==> config.mk <==
export PLATFORM = sky130hd
export DESIGN_NAME = sync_fifo_p
export DESIGN_NICKNAME = d
export VERILOG_FILES = /design/src/rtl/sync_fifo_p.sv
export SDC_FILE = /design/constraint.sdc
export NUM_CORES = 1
export LEC_CHECK = 0
export BUFFER_PORTS_ARGS = -buffer_cell sky130_fd_sc_hd__clkbuf_2
export CAP_MARGIN = 5
export CELL_PAD_IN_SITES_DETAIL_PLACEMENT = 1
export CELL_PAD_IN_SITES_GLOBAL_PLACEMENT = 2
export CORE_UTILIZATION = 34
export CTS_BUF_LIST = sky130_fd_sc_hd__clkbuf_8
export DETAILED_ROUTE_END_ITERATION = 8
export PLACE_DENSITY_LB_ADDON = 0.25
export REMOVE_ABC_BUFFERS = 1
export SLEW_MARGIN = 20
export SYNTH_ARGS = -nofsm -noshare
export SYNTH_HDL_FRONTEND = slang
export SYNTH_SLANG_ARGS = --single-unit
==> constraint.sdc <==
create_clock -name clk -period 3.6 [get_ports clk]
set_clock_uncertainty 0.1 [all_clocks]
set_input_delay 0.36 -clock clk [delete_from_list [all_inputs] [get_ports clk]]
set_output_delay 0.36 -clock clk [all_outputs]
set_load 0.01 [all_outputs]
==> src/rtl/sync_fifo_p.sv <==
`default_nettype none
// +--------------------------------------------------------------------+
// | sync_fifo_p : single-clock FIFO, registered read data and flags    |
// | rev 1.0                                                            |
// +--------------------------------------------------------------------+
module sync_fifo_p #(
  parameter int DATA_W   = 32,
  parameter int DEPTH    = 16,
  parameter int AF_LEVEL = DEPTH - 2,
  parameter int AE_LEVEL = 2
) (
  input  logic                       clk,
  input  logic                       rst,
  input  logic                       wr_en,
  input  logic [DATA_W-1:0]          data_in,
  input  logic                       rd_en,
  output logic [DATA_W-1:0]          data_op,
  output logic                       full,
  output logic                       empty,
  output logic                       almost_full,
  output logic                       almost_empty,
  output logic [$clog2(DEPTH):0]     count,
  output logic                       overflow,
  output logic                       underflow
);

  localparam int PW = $clog2(DEPTH);
  localparam int CW = PW + 1;
  localparam logic [CW-1:0] c_depth = CW'(DEPTH);
  localparam logic [CW-1:0] c_af    = CW'(AF_LEVEL);
  localparam logic [CW-1:0] c_ae    = CW'(AE_LEVEL);

  if ((DEPTH & (DEPTH - 1)) != 0 || DEPTH < 4 || DEPTH > 1024) begin : g_bad_depth
    $fatal(1, "sync_fifo_p: DEPTH must be a power of 2 in 4..1024");
  end
  if (!(AE_LEVEL > 0 && AE_LEVEL < AF_LEVEL && AF_LEVEL < DEPTH)) begin : g_bad_levels
    $fatal(1, "sync_fifo_p: require 0 < AE_LEVEL < AF_LEVEL < DEPTH");
  end
  if (DATA_W < 1 || DATA_W > 256) begin : g_bad_width
    $fatal(1, "sync_fifo_p: DATA_W must be in 1..256");
  end

  logic [DATA_W-1:0] mem_q [DEPTH];

  logic [PW-1:0]     wr_ptr_q, wr_ptr_d;
  logic [PW-1:0]     rd_ptr_q, rd_ptr_d;
  logic [CW-1:0]     count_q, count_d;
  logic [DATA_W-1:0] data_op_q, data_op_d;
  logic              full_q, full_d;
  logic              empty_q, empty_d;
  logic              af_q, af_d;
  logic              ae_q, ae_d;
  logic              ovf_q, ovf_d;
  logic              unf_q, unf_d;
  logic              rd_accept;
  logic              wr_accept;

  // A read frees a slot in the same cycle, so a full FIFO may still accept a write.
  always_comb begin
    rd_accept = rd_en && !empty_q;
    wr_accept = wr_en && (!full_q || rd_accept);

    wr_ptr_d  = wr_ptr_q;
    rd_ptr_d  = rd_ptr_q;
    count_d   = count_q;
    data_op_d = data_op_q;

    if (wr_accept) begin
      wr_ptr_d = wr_ptr_q + PW'(1);
    end
    if (rd_accept) begin
      rd_ptr_d  = rd_ptr_q + PW'(1);
      data_op_d = mem_q[rd_ptr_q];
    end

    case ({wr_accept, rd_accept})
      2'b10:   count_d = count_q + CW'(1);
      2'b01:   count_d = count_q - CW'(1);
      default: count_d = count_q;
    endcase

    // Flags derive from the next count so they are valid right after the edge.
    full_d  = (count_d == c_depth);
    empty_d = (count_d == '0);
    af_d    = (count_d >= c_af);
    ae_d    = (count_d <= c_ae);
    ovf_d   = wr_en && !wr_accept;
    unf_d   = rd_en && !rd_accept;
  end

  always_ff @(posedge clk) begin
    if (rst) begin
      wr_ptr_q  <= '0;
      rd_ptr_q  <= '0;
      count_q   <= '0;
      data_op_q <= '0;
      full_q    <= 1'b0;
      empty_q   <= 1'b1;
      af_q      <= 1'b0;
      ae_q      <= 1'b1;
      ovf_q     <= 1'b0;
      unf_q     <= 1'b0;
    end else begin
      wr_ptr_q  <= wr_ptr_d;
      rd_ptr_q  <= rd_ptr_d;
      count_q   <= count_d;
      data_op_q <= data_op_d;
      full_q    <= full_d;
      empty_q   <= empty_d;
      af_q      <= af_d;
      ae_q      <= ae_d;
      ovf_q     <= ovf_d;
      unf_q     <= unf_d;
    end
  end

  // Storage is not reset; pointers define what is valid.
  always_ff @(posedge clk) begin
    if (!rst && wr_accept) begin
      mem_q[wr_ptr_q] <= data_in;
    end
  end

  assign data_op      = data_op_q;
  assign full         = full_q;
  assign empty        = empty_q;
  assign almost_full  = af_q;
  assign almost_empty = ae_q;
  assign count        = count_q;
  assign overflow     = ovf_q;
  assign underflow    = unf_q;

endmodule
`default_nettype wire

Yosys cells after proc, flatten, opt, wreduce, memory -nomap -nowiden --
Memory sizes are Yosys's and may differ from the RTL's. A register that Yosys moved wholly into a read port is not among the register bits. Index checks and enable logic that the tools add are counted.
Storage, ports and cells: memories kept 1, word-level logic and storage cells 34, output and inout port bits 43, latch bits 0, register bits after elaboration 19, bits in read-only memories 0, input bits 36, bits in writable memories 512
Memory list:
- mem_q | words 16, bits a word 32, rd ports 1, clocked after Yosys merged registers in 1, write ports 1, RTL line 43 | logic [DATA_W-1:0] mem_q [DEPTH];
Operators by class: bitwise gates (word level) 0, multiply operators 0, reduce and logical (&&, ||, !) cells 12, eq/ne operators 3, shifts and indexed selects 0, mux-type cells 3, add/subtract/negate cells 4, magnitude comparators 2, divide/modulo/power cells 0
Operators by type and width (count):
- 5-bit one-hot mux with 2 select lines | 1
- 4-bit by 1-bit adder with 4-bit output (second input constant) | 2
- 5-bit by 1-bit adder with 5-bit output (second input constant) | 1
- 5-bit == test (second input constant) | 1
- 5-bit by 4-bit greater-or-equal comparator with 1-bit output (second input constant) | 1
- 5-bit by 2-bit less-or-equal comparator with 1-bit output (second input constant) | 1
- 1-bit logical AND | 5
- 1-bit logical NOT | 5
- 5-bit logical NOT | 1
- 5-bit by 1-bit subtractor with 5-bit output (second input constant) | 1
- 2-bit by 1-bit == test with 1-bit output (second input constant) | 1
- 2-bit == test (second input constant) | 1
- 1-bit 2-to-1 mux | 2
- 1-bit logical OR | 1

Logic depth before layout (Yosys ltp) --
word-level depth 7, gate-level depth with buffers 12

Worst setup path after synthesis --
Ideal clock, no wire load.
kind input to register, from input port rst, to memory mem_q[1][0], enable pin, required time 3039 ps, path slack -232 ps, arrival 3271 ps, path buffers 1, cell stages on the path 5, path through clkbuf_1 -> nand2b_1 -> a21oi_1 -> nand2_1 -> nor3_1
On the way: cells in the longest elaborated chain, start to end 4
Ends and longest elaborated chain:
- start: declaration | RTL line 13 | input logic rst,
- 1-bit logical NOT | RTL line 119 | if (!rst && wr_accept) begin
- 1-bit logical AND | RTL line 119
- 1-bit 2-to-1 mux | RTL line 119
- 1-bit 2-to-1 mux (implied by the code) | RTL line 120 | mem_q[wr_ptr_q] <= data_in;
- end: declaration | RTL line 43
Every way passes these cells.

Worst setup path in the final report --
from register empty_q (netlist: empty), to register af_q (netlist: almost_full)
On the way: cells in the longest elaborated chain, start to end 7, elaborated cells between the ends (all ways) 8
Ends and longest elaborated chain:
- start: declaration | RTL line 50 | logic empty_q, empty_d;
- start signal: assignment | RTL line 109 | empty_q <= empty_d;
- 1-bit logical NOT (*) | RTL line 60 | rd_accept = rd_en && !empty_q;
- 1-bit logical AND (*) | RTL line 60
- 1-bit logical OR | RTL line 61 | wr_accept = wr_en && (!full_q || rd_accept);
- 1-bit logical AND | RTL line 61
- 2-bit by 1-bit == test with 1-bit output / 2-bit == test (equally long branches) | RTL line 76 | case ({wr_accept, rd_accept})
- 5-bit one-hot mux with 2 select lines (*) | RTL line 76
- 5-bit by 4-bit greater-or-equal comparator with 1-bit output (*) | RTL line 85 | af_d = (count_d >= c_af);
- end signal: assignment | RTL line 99 | af_q <= 1'b0;
- end signal: assignment | RTL line 110 | af_q <= af_d;
- end: declaration | RTL line 51 | logic af_q, af_d;
Mark *: on every way between the ends. The rest lies on a longest branch, timed or not. A chain may end at the register's enable or synchronous reset.

==> qor.yml <==
placement.io_buffers: 78
global_route.usage.met2: 0.267
hp-start: "data_in[17]"
design.portCount: 79
max-vdd-ir-drop_mv: 0.228
fmaxAchievable_ghz: 0.331
grt.overflow.total: 0
finalSetupViolCount: 0
grt_usage: 0.159
clock-root-buffer: "clkbuf_8"
die_width_um: 252
worstSkewPairLatency_ns: 0.67
relSlewSlack: 0.510
max_cap_violations: 0
dr.first_iter.drc_count: 683
dp_hpwl_mm: 26.9
drt_pre_antenna_iters: 4
timing.critical_path.arrival_ns: 3.44
met1_global_route_usage: 0.207
period_minus_slack_ns: 3.02
grt_setup_unrepaired: "false"
timing.critical_path.from: "empty"
grt_antenna_before_repair: 1
grt_most_used_layer: "met2"
proportion_of_synthesized_chip_area_in_sequential_cells: 0.770
viasPerCell: 4.89
total_leakage_power_nw: 7.95
cts_tree: "built"
crit_path_cell_trace: "nand2b_1, nand2_1, nand2_1, ha_1, xor2_1, ha_1, mux2_2, nor4_2, o22ai_1, xor2_1, o32ai_1"
first_global_vias: 11400
power_per_cell_area_nw_per_um2: 577
post-route-util: 0.406
grt_max_degree: 54
met3_usage: 0.0307
cts_made_buffers: 95
initial_utilization: 0.344
clock_tree.htree_level_count: 3
routed_wirelength_mm: 49.4
synth_seq_cells: 563
finalHoldViolations: 0
largest_fanout_on_the_critical_path: 8
synth.lib_cells_used.distinct: 39
drive_above_1_share: 0.300
die_height_um: 252
num-nets-final: 1242
detailroute.via_count: 10300
worstSetupStartpointType: "register"
ant_nets: 0
status: "completed"
tritoncts_sinks: 563
post-place-ws_ns: 0.552
avgRoutedWirePerCell_um: 23.4
clk_transition_reported_paths_ns: 0.06
post_route_setup_slack_ns: 0.580
worst-slew-pin-transition_ns: 0.733
yosysWarningCount: 0
routabilityCongestion: 0.705
layout.filler_cells: 5952
final_max_slew_viol_count: 0
worstSetupEndpointType: "register"
cts_max_path_buffers: 3
syn_avg_cell_area_um2: 21.0
post_cts_buffers: 0
synthesis.area_um2: 21300
path_class: "register to register"
row_count: 91
post-layout-total-power_mw: 14.5
coreArea_um2: 61800
slowest_stage: "dfxtp_1"
wire_length_of_the_first_global_routing_pass_mm: 73.6
cp_data_required_time_ns: 4.02
post-route-drc-count: 0
critical-path-max-stage-delay_ns: 0.37
synthCells: 1015
synthToLayoutAreaGrowth_pct: 17.9
die_area_um2: 63600
worstHoldPathType: "input pin to register"
post_cts_resize_count: 0
timing.final.crit_share: 0.839
r2r_start: "empty"
-- registers in the layout (all words and copies together) (netlist names) --
name	cells
wr_ptr_q	4
count	5
empty	1
overflow	1
almost_empty	1
rd_ptr_q	4
data_op	32
underflow	1
mem_q	512
full	1
almost_full	1
-- timing repair --
action,4_1_cts,5_1_grt
setup endpoints to repair,0,0
hold buffers,30,0
endpoints found under the hold margin,376,0
-- per-layer routing --
metal | up-vias | routed length [um]
li1 | 4545 | -
met2 | 203 | 24900
met4 | 0 | 960
met3 | 79 | 2040
met5 | - | 0
met1 | 5500 | 21500
-- through the flow --
stage / setup TNS [ns] / instance area [um^2] / std cells / hold slack [ns]
2_1_floorplan: -120.03 / 21000 / 961 / 0.329
3_3_place_gp: 0 / 23000 / 1908 / 0.355
3_5_place_dp: 0 / 23000 / 1908 / 0.372
4_1_cts: 0 / 25100 / 2110 / 0.00674
5_1_grt: 0 / 25100 / 2111 / 0.0341
6_report: 0 / 25100 / 2111 / 0.0498
-- final timing paths --
path	end	depth (start not counted)	slack (ns)
setup / recovery	almost_full	11	0.58
hold / removal	mem_q[6][17]	1	0.05
setup reg to reg	almost_full	11	0.58
hold reg to reg	underflow	2	0.37
-- layout by cell type, fill, tap and decap left out, types with 3 or more instances in the layout --
master and n:
a21oi_1 38, buf_12 15, buf_4 17, clkbuf_2 78, clkbuf_8 107, clkinv_1 14, clkinv_2 6, dfxtp_1 48
dfxtp_4 3, dlygate4sd3_1 30, edfxtp_1 512, ha_1 8, inv_1 44, inv_6 3, mux2i_1 65, mux4_2 128
nand2_1 13, nand2b_1 6, nand3_1 3, nor2_1 47, nor2_4 13, nor3_2 4, o21ai_1 32, xnor2_1 4
xor2_1 6
-- final cells by class --
class / count / area [um^2] / share of cell area
sequential: 563 / 16400 / 0.653
timing repair buffer: 140 / 1120 / 0.0446
clock inverter: 65 / 308 / 0.0123
multi-input combinational: 392 / 4730 / 0.188
inverter: 6 / 22.5 / 0.000897
antenna: 1 / 2.50 / 0.0000997
clock buffer: 107 / 1470 / 0.0587
tap: 837 / 1050 / 0.0417
-- synth_stat cells, drive strengths merged --
| cell | n | area [um^2] |
|---|---|---|
| o21ai | 33 | 165 |
| inv | 6 | 22.5 |
| dfxtp | 51 | 1020 |
| nand2b | 6 | 37.5 |
| xnor2 | 4 | 35.0 |
| edfxtp | 512 | 15400 |
| clkbuf | 23 | 87.6 |
| a21oi | 38 | 190 |
| or3 | 2 | 12.5 |
| mux4 | 128 | 2880 |
| ha | 8 | 100 |
| nor4 | 1 | 12.5 |
| o32ai | 1 | 8.76 |
| a41o | 2 | 20.0 |
| a22o | 1 | 8.76 |
| mux2i | 65 | 651 |
| nand3 | 3 | 15.0 |
| mux2 | 1 | 11.3 |
| nand2 | 14 | 52.6 |
| nor2b | 2 | 12.5 |
| a31oi | 2 | 12.5 |
| o21bai | 1 | 7.51 |
| nor3 | 5 | 25.0 |
| xor2 | 6 | 52.6 |
| buf | 31 | 180 |
| o22ai | 1 | 6.26 |
| and3b | 1 | 8.76 |
| o41ai | 1 | 8.76 |
| a21o | 1 | 7.51 |
| a211o | 1 | 8.76 |
| nor2 | 60 | 225 |
| nor4b | 1 | 8.76 |
| nand4 | 1 | 6.26 |
| a211oi | 2 | 15.0 |
-- critical path, delay by kind of cell, from the launching register on --
| family | cells | cell delay [ns] |
|---|---|---|
| AND/OR/NAND/NOR | 4 | 0.68 |
| flip-flops | 1 | 0.37 |
| adder cells (fa/ha/maj) | 2 | 0.56 |
| XOR/XNOR | 2 | 0.54 |
| multiplexers | 1 | 0.35 |
| AO/OA/AOI/OAI | 2 | 0.28 |
-- cell families after synthesis --
family	synth area share
simple gates	0.0196
flops	0.770
xor+xnor	0.00411
compound gates	0.0216
fa+ha+maj	0.00470
mux	0.166
buf+inv	0.0136
-- report_power, final --
group,switching [mW],internal (mW),total (mW)
clock network,2.52,2.79,5.31
registers,0.152,7.29,7.44
logic,0.878,0.868,1.75
No activity file was read; power rests on OpenSTA's default activity.
